File: src/rtl/uart_pkg.sv
// Shared UART definitions: receive FSM state encoding, default line
// configuration used by both the TX and RX paths, and a parity helper.
// Optional build macro: UART_RX_PARITY_EN adds the PARITY receive state.
package uart_pkg;

  localparam int UART_CLKS_PER_BIT = 868;
  localparam int UART_DATA_BITS    = 8;

  typedef enum logic [2:0] {
    IDLE   = 3'd0,
    START  = 3'd1,
    DATA   = 3'd2,
`ifdef UART_RX_PARITY_EN
    PARITY = 3'd3,
`endif
    STOP   = 3'd4
  } uart_rx_state_t;

  // Even parity of a byte: the bit that makes the total count of ones even.
  function automatic logic even_parity8(input logic [7:0] data);
    return ^data;
  endfunction

endpackage

File: src/rtl/uart_rx_sync.sv
// Two-flop synchroniser for the asynchronous serial line plus a
// high-to-low edge detector. All flops reset to the idle (high) level so
// that leaving reset never looks like a start edge.
module uart_rx_sync (
  input  logic clk,
  input  logic rst_n,
  input  logic rx_in,
  output logic rx_s,
  output logic fall
);

  logic meta_r;
  logic rx_prev;

  // Resynchronise rx_in and keep one cycle of history for edge detection.
  always_ff @(posedge clk or negedge rst_n) begin
    if (!rst_n) begin
      meta_r  <= 1'b1;
      rx_s    <= 1'b1;
      rx_prev <= 1'b1;
    end else begin
      meta_r  <= rx_in;
      rx_s    <= meta_r;
      rx_prev <= rx_s;
    end
  end

  assign fall = rx_prev & ~rx_s;

endmodule

File: src/rtl/uart_rx_core.sv
// UART receive engine: recovers frames from the synchronised serial line
// with a fixed clocks-per-bit divider, samples each bit at its midpoint and
// hands completed bytes to the RX FIFO over a valid/ready interface.
// Optional build macro: UART_RX_PARITY_EN (even parity bit after the data;
// without it the frame is 8N1 and parity_err is constant 0).
module uart_rx_core
  import uart_pkg::*;
#(
  parameter int CLKS_PER_BIT = UART_CLKS_PER_BIT,
  parameter int DATA_BITS    = UART_DATA_BITS
) (
  input  logic                 clk,
  input  logic                 rst_n,
  input  logic                 rx_in,
  output logic [DATA_BITS-1:0] rx_data,
  output logic                 rx_valid,
  input  logic                 rx_ready,
  output logic                 frame_err,
  output logic                 overrun,
  output logic                 parity_err
);

  localparam int CNT_W = $clog2(CLKS_PER_BIT);
  localparam int BIT_W = $clog2(DATA_BITS + 1);

  // Start is checked half a bit in; every later sample is one full bit on.
  localparam logic [CNT_W-1:0] HALF_LAST = CNT_W'(CLKS_PER_BIT / 2 - 1);
  localparam logic [CNT_W-1:0] FULL_LAST = CNT_W'(CLKS_PER_BIT - 1);
  localparam logic [CNT_W-1:0] CNT_ONE   = CNT_W'(1);
  localparam logic [BIT_W-1:0] BIT_LAST  = BIT_W'(DATA_BITS - 1);
  localparam logic [BIT_W-1:0] BIT_ONE   = BIT_W'(1);

  logic                 rx_s;
  logic                 fall_s;
  uart_rx_state_t       state_r;
  logic [CNT_W-1:0]     baud_cnt_r;
  logic [BIT_W-1:0]     bit_cnt_r;
  logic [DATA_BITS-1:0] shift_r;
`ifdef UART_RX_PARITY_EN
  logic                 parity_bad_r;
`endif

  uart_rx_sync u_sync (
    .clk   (clk),
    .rst_n (rst_n),
    .rx_in (rx_in),
    .rx_s  (rx_s),
    .fall  (fall_s)
  );

  // Frame FSM with bit timing, shifting, delivery handshake and error pulses.
  always_ff @(posedge clk or negedge rst_n) begin
    if (!rst_n) begin
      state_r    <= IDLE;
      baud_cnt_r <= {CNT_W{1'b0}};
      bit_cnt_r  <= {BIT_W{1'b0}};
      shift_r    <= {DATA_BITS{1'b0}};
      rx_data    <= {DATA_BITS{1'b0}};
      rx_valid   <= 1'b0;
      frame_err  <= 1'b0;
      overrun    <= 1'b0;
`ifdef UART_RX_PARITY_EN
      parity_err   <= 1'b0;
      parity_bad_r <= 1'b0;
`endif
    end else begin
      // Error flags are single-cycle pulses.
      frame_err <= 1'b0;
      overrun   <= 1'b0;
`ifdef UART_RX_PARITY_EN
      parity_err <= 1'b0;
`endif
      // A consumed byte frees the slot; a load below on the same edge wins.
      if (rx_valid && rx_ready) begin
        rx_valid <= 1'b0;
      end

      case (state_r)
        IDLE: begin
          baud_cnt_r <= {CNT_W{1'b0}};
          bit_cnt_r  <= {BIT_W{1'b0}};
          if (fall_s) begin
            state_r <= START;
          end
        end

        START: begin
          if (baud_cnt_r == HALF_LAST) begin
            baud_cnt_r <= {CNT_W{1'b0}};
            bit_cnt_r  <= {BIT_W{1'b0}};
            // A line already back high at mid-start was a glitch.
            state_r    <= rx_s ? IDLE : DATA;
          end else begin
            baud_cnt_r <= baud_cnt_r + CNT_ONE;
          end
        end

        DATA: begin
          if (baud_cnt_r == FULL_LAST) begin
            baud_cnt_r <= {CNT_W{1'b0}};
            shift_r    <= {rx_s, shift_r[DATA_BITS-1:1]};
            if (bit_cnt_r == BIT_LAST) begin
              bit_cnt_r <= {BIT_W{1'b0}};
`ifdef UART_RX_PARITY_EN
              state_r   <= PARITY;
`else
              state_r   <= STOP;
`endif
            end else begin
              bit_cnt_r <= bit_cnt_r + BIT_ONE;
            end
          end else begin
            baud_cnt_r <= baud_cnt_r + CNT_ONE;
          end
        end

`ifdef UART_RX_PARITY_EN
        PARITY: begin
          if (baud_cnt_r == FULL_LAST) begin
            baud_cnt_r   <= {CNT_W{1'b0}};
            parity_bad_r <= rx_s ^ even_parity8(8'(shift_r));
            state_r      <= STOP;
          end else begin
            baud_cnt_r <= baud_cnt_r + CNT_ONE;
          end
        end
`endif

        STOP: begin
          if (baud_cnt_r == FULL_LAST) begin
            // Back to IDLE at mid-stop so a following start edge is caught.
            baud_cnt_r <= {CNT_W{1'b0}};
            state_r    <= IDLE;
            if (!rx_s) begin
              frame_err <= 1'b1;
`ifdef UART_RX_PARITY_EN
              parity_err <= parity_bad_r;
            end else if (parity_bad_r) begin
              parity_err <= 1'b1;
`endif
            end else if (!rx_valid || rx_ready) begin
              rx_data  <= shift_r;
              rx_valid <= 1'b1;
            end else begin
              overrun <= 1'b1;
            end
          end else begin
            baud_cnt_r <= baud_cnt_r + CNT_ONE;
          end
        end

        default: begin
          state_r <= IDLE;
        end
      endcase
    end
  end

`ifndef UART_RX_PARITY_EN
  assign parity_err = 1'b0;
`endif

endmodule

File: config.mk
export PLATFORM = sky130hd
export DESIGN_NAME = uart_rx_core
export DESIGN_NICKNAME = d
export VERILOG_FILES = /design/src/rtl/uart_pkg.sv /design/src/rtl/uart_rx_sync.sv /design/src/rtl/uart_rx_core.sv
export SDC_FILE = /design/constraint.sdc
export NUM_CORES = 1
export LEC_CHECK = 0
export ABC_AREA = 0
export BUFFER_PORTS_ARGS = -buffer_cell sky130_fd_sc_hd__buf_2
export CAP_MARGIN = 20
export CORE_MARGIN = 2
export CORE_UTILIZATION = 58
export CTS_CLUSTER_DIAMETER = 120
export DETAILED_ROUTE_END_ITERATION = 6
export PLACE_DENSITY_LB_ADDON = 0.12
export SLEW_MARGIN = 10
export SYNTH_ARGS = -nofsm -noshare
export SYNTH_HDL_FRONTEND = slang
export SYNTH_SLANG_ARGS = --single-unit
export TNS_END_PERCENT = 10
File: constraint.sdc
create_clock -name clk -period 3 [get_ports clk]
set_clock_uncertainty 0.15 [all_clocks]
set_input_delay 0.45 -clock clk [delete_from_list [all_inputs] [get_ports clk]]
set_output_delay 0.45 -clock clk [all_outputs]
set_load 0.01 [all_outputs]
==> impl_metrics.csv <==
group,metric,value,unit
logic_synthesis,synth_fa_ha_area_frac,0.0202,
cts,clk_pin_slew,0.12,ns
logic_synthesis,muxShareOfSynthArea,0.109,
grt,grt_pass1_vias,1230,
floorplan,die_w,60.7,um
sta,rsz0062_at_grt,"no",
logic_synthesis,synth_cell_types,45,
logic_synthesis,ys_ff_latch,39,
critical_path,worst_ep_required_time,3.10,ns
routing,drt_iter0_drc,51,
sta,period_share,0.792,
routing,ant_nets,0,
placed_design,gp_congestion,0.810,
logic_synthesis,synth_ff_type,"dfrtp_1",
logic_synthesis,synth_xor_area_frac,0,
floorplan,core,3050,um2
flow_run,drv_cap,0,
finish,final_core_util,0.668,
sta,fin_tns_setup,0,ns
hold_path,hold_class,"in -> async",
power,ir_worst_vdd,0.000543,V
grt,grt.overflow.total,0,
finish,final_cell_area,2040,um2
finish,fill_cells,254,
logic_synthesis,synthesis.area,1860,um2
grt,antenna_found_initial,0,
floorplan,fp.dieH,60.7,um
cts,cts_buffers,5,
logic_synthesis,synth_top_family_by_area,"simple AND/OR/NAND/NOR gates",
logic_synthesis,postSynthCellCount,165,
finish,seq_area,980,um2
routing,dr.pass1.iters,4,
power,p_sw,444,uW
power,swShare,0.314,
logic_synthesis,avgSynthCellArea,11.3,um2
cts,cts_hold_buf,0,
routing,wl_per_cell,14.2,um
critical_path,startpoint_type,"flop",
floorplan,rows,20,
finish,n_antenna_cell,0,
power,powerDensity,694,nW/um2
routing,vias,1283,
logic_synthesis,yosysWarningCount,0,
sta,min_period,2.37,ns
critical_path,path_max_fanout,18,
floorplan,initial_core_util,0.610,
logic_synthesis,synthesis.nets,172,
finish,syn2layout_area_growth,9.61,%
grt,grtUsageTotal,0.201,
finish,nNetsFinal,186,
placed_design,dpl-instance-area,1940,um2
sta,max_freq,0.421,GHz
power,pwr-share-clk,0.307,
power,cell_internal_pwr,972,uW
cts,cts_tree,"built",
power,p_total,1.42,mW
critical_path,path_buf_inv,1,
logic_synthesis,yosysSeqAreaShare,0.526,
sta,tightest_slew,0.886,ns
cts,cts_root_buf,"clkbuf_4",
cts,post_cts_buffers,0,
floorplan,io_pins,16,
finish,final_cell_mix,"36 x dfrtp_1, 20 x nand2_1, 17 x mux2_2",
critical_path,end_kind,"flop",
floorplan,dieArea,3680,um2
sta,slew_headroom,0.409,
sta,drv_slew,0,
critical_path,cpMostUsedCell,"o22a_1",
critical_path,critPathTopFamily,"simple AND/OR/NAND/NOR gates",
critical_path,worst-setup-path-type,"reg -> reg",
placed_design,io_buffers,14,
logic_synthesis,synth_compound_area_frac,0.0941,
grt,grt_first_pass_wirelength,5350,um
routing,drcViolationCount,0,
placed_design,dp.cells,216,
power,seq_power_share,0.458,
cts,htreeDepth,2,
critical_path,critPathMaxStageDelay,0.47,ns
cts,clock_tree.buffer_depth,2,
power,p_leak,0.986,nW
grt,grt_max_degree,40,
finish,drive_gt1_frac,0.272,
logic_synthesis,synthArstFlopShare,1.00,
critical_path,arrival,2.47,ns
routing,wirelength,3190,um
critical_path,cp_slowest_cell,"or3b_1",
placed_design,hpwlAfterDp,2240,um
finish,layout_commonest_cell,"dfrtp_1",
finish,instances_no_fill,224,
logic_synthesis,synth-simple-area-share,0.213,
outcome,status,"finished, final reports clean",
finish,multi_input_area,816,um2
cts,clock-sinks,39,
cts,clock_latency,0.35,ns
logic_synthesis,synth-edff-count,0,
sta,final_hold_viol_count,0,
routing,vias_per_cell,5.73,
sta,finalSetupViolCount,0,
power,combPwrFrac,0.235,
critical_path,crit_chain,"or3b_1 > nor4b_4 > o22a_1 > buf_4 > and2b_1 > o22a_1",
cts,ctsResizeCount,0,
-- cells in the mapped netlist (all sizes together) (2+ instances only) --
cell / number / area share
nor3b: 4 / 0.016
nand3b: 4 / 0.016
nor2b: 2 / 0.0067
nand4: 3 / 0.013
dfrtp: 36 / 0.48
a211o: 3 / 0.014
nand2: 20 / 0.040
nand3: 4 / 0.011
and2b: 2 / 0.0081
clkbuf: 5 / 0.010
buf: 4 / 0.024
dfstp: 3 / 0.042
or3: 2 / 0.0067
ha: 3 / 0.020
o211ai: 3 / 0.012
a21o: 2 / 0.0081
and2: 3 / 0.010
mux2: 18 / 0.11
nor2: 11 / 0.026
and4: 2 / 0.0094
nor3: 5 / 0.013
o21ai: 8 / 0.022
o22a: 2 / 0.0094
-- area by class of cell --
cell class	count	area share
inverter	1	0.00184
clock buffer	6	0.0202
clock inverter	2	0.0294
multi-input combinational	116	0.400
tap	44	0.0270
sequential	39	0.480
timing repair buffer	16	0.0417
-- metal layers --
metal  up-vias  part of all wire  GRT usage
li1        622                 -          -
met1       624              0.46      0.249
met2        31              0.47      0.333
met3         6             0.049     0.0576
met4         0             0.016     0.0745
met5         -                 0          0
-- per-stage QoR --
| stage | hold slack [ns] | setup slack (ns) |
|---|---|---|
| after detailed placement | 0.201 | 0.609 |
| after floorplan | 0.00441 | 0.750 |
| after CTS | 0.0253 | 0.601 |
| final | 0.0327 | 0.625 |
| after global routing | 0.0163 | 0.477 |
| after global placement | 0.200 | 0.686 |
-- sequential cells by signal (all words and copies together), names as in the netlist --
signal	cells
u_sync.rx_prev	1
u_sync.meta_r	1
frame_err	1
rx_data	8
bit_cnt_r	4
u_sync.rx_s	1
baud_cnt_r	10
rx_valid	1
shift_r	8
overrun	1
state_r	3
-- path summary, 6_finish.rpt --
check / startpoint / endpoint / slack (ns) / cells after the start
setup reg to reg: baud_cnt_r[2]$_DFFE_PN0P_ / baud_cnt_r[7]$_DFFE_PN0P_ / 0.63 / 6
setup / recovery: baud_cnt_r[2]$_DFFE_PN0P_ / baud_cnt_r[7]$_DFFE_PN0P_ / 0.63 / 6
max in group asynchronous: rst_n / rx_data[3]$_DFFE_PN0P_ / 2.14 / 1
hold / removal: rst_n / baud_cnt_r[9]$_DFFE_PN0P_ / 0.03 / 1
min in group clk: rx_in / u_sync.meta_r$_DFF_PN1_ / 0.04 / 1
hold reg to reg: u_sync.meta_r$_DFF_PN1_ / u_sync.rx_s$_DFF_PN1_ / 0.22 / 0
-- power groups by stage --
stage / sequential [mW] / combinational (mW) / clock, mW
3_3_place_gp: 0.653 / 0.318 / 0
2_1_floorplan: 0.627 / 0.335 / 0
4_1_cts: 0.648 / 0.336 / 0.442
5_1_grt: 0.662 / 0.379 / 0.460
3_5_place_dp: 0.658 / 0.334 / 0
6_report: 0.649 / 0.333 / 0.435
-- kinds of logic after synthesis --
logic type	Yosys count
muxes	18
adders and majority gates	3
buffers and inverters	10
other	1
AOI/OAI and AO/OA	25
DFF	39
and+or+nand+nor	69
(Power assumes the default switching activity.)
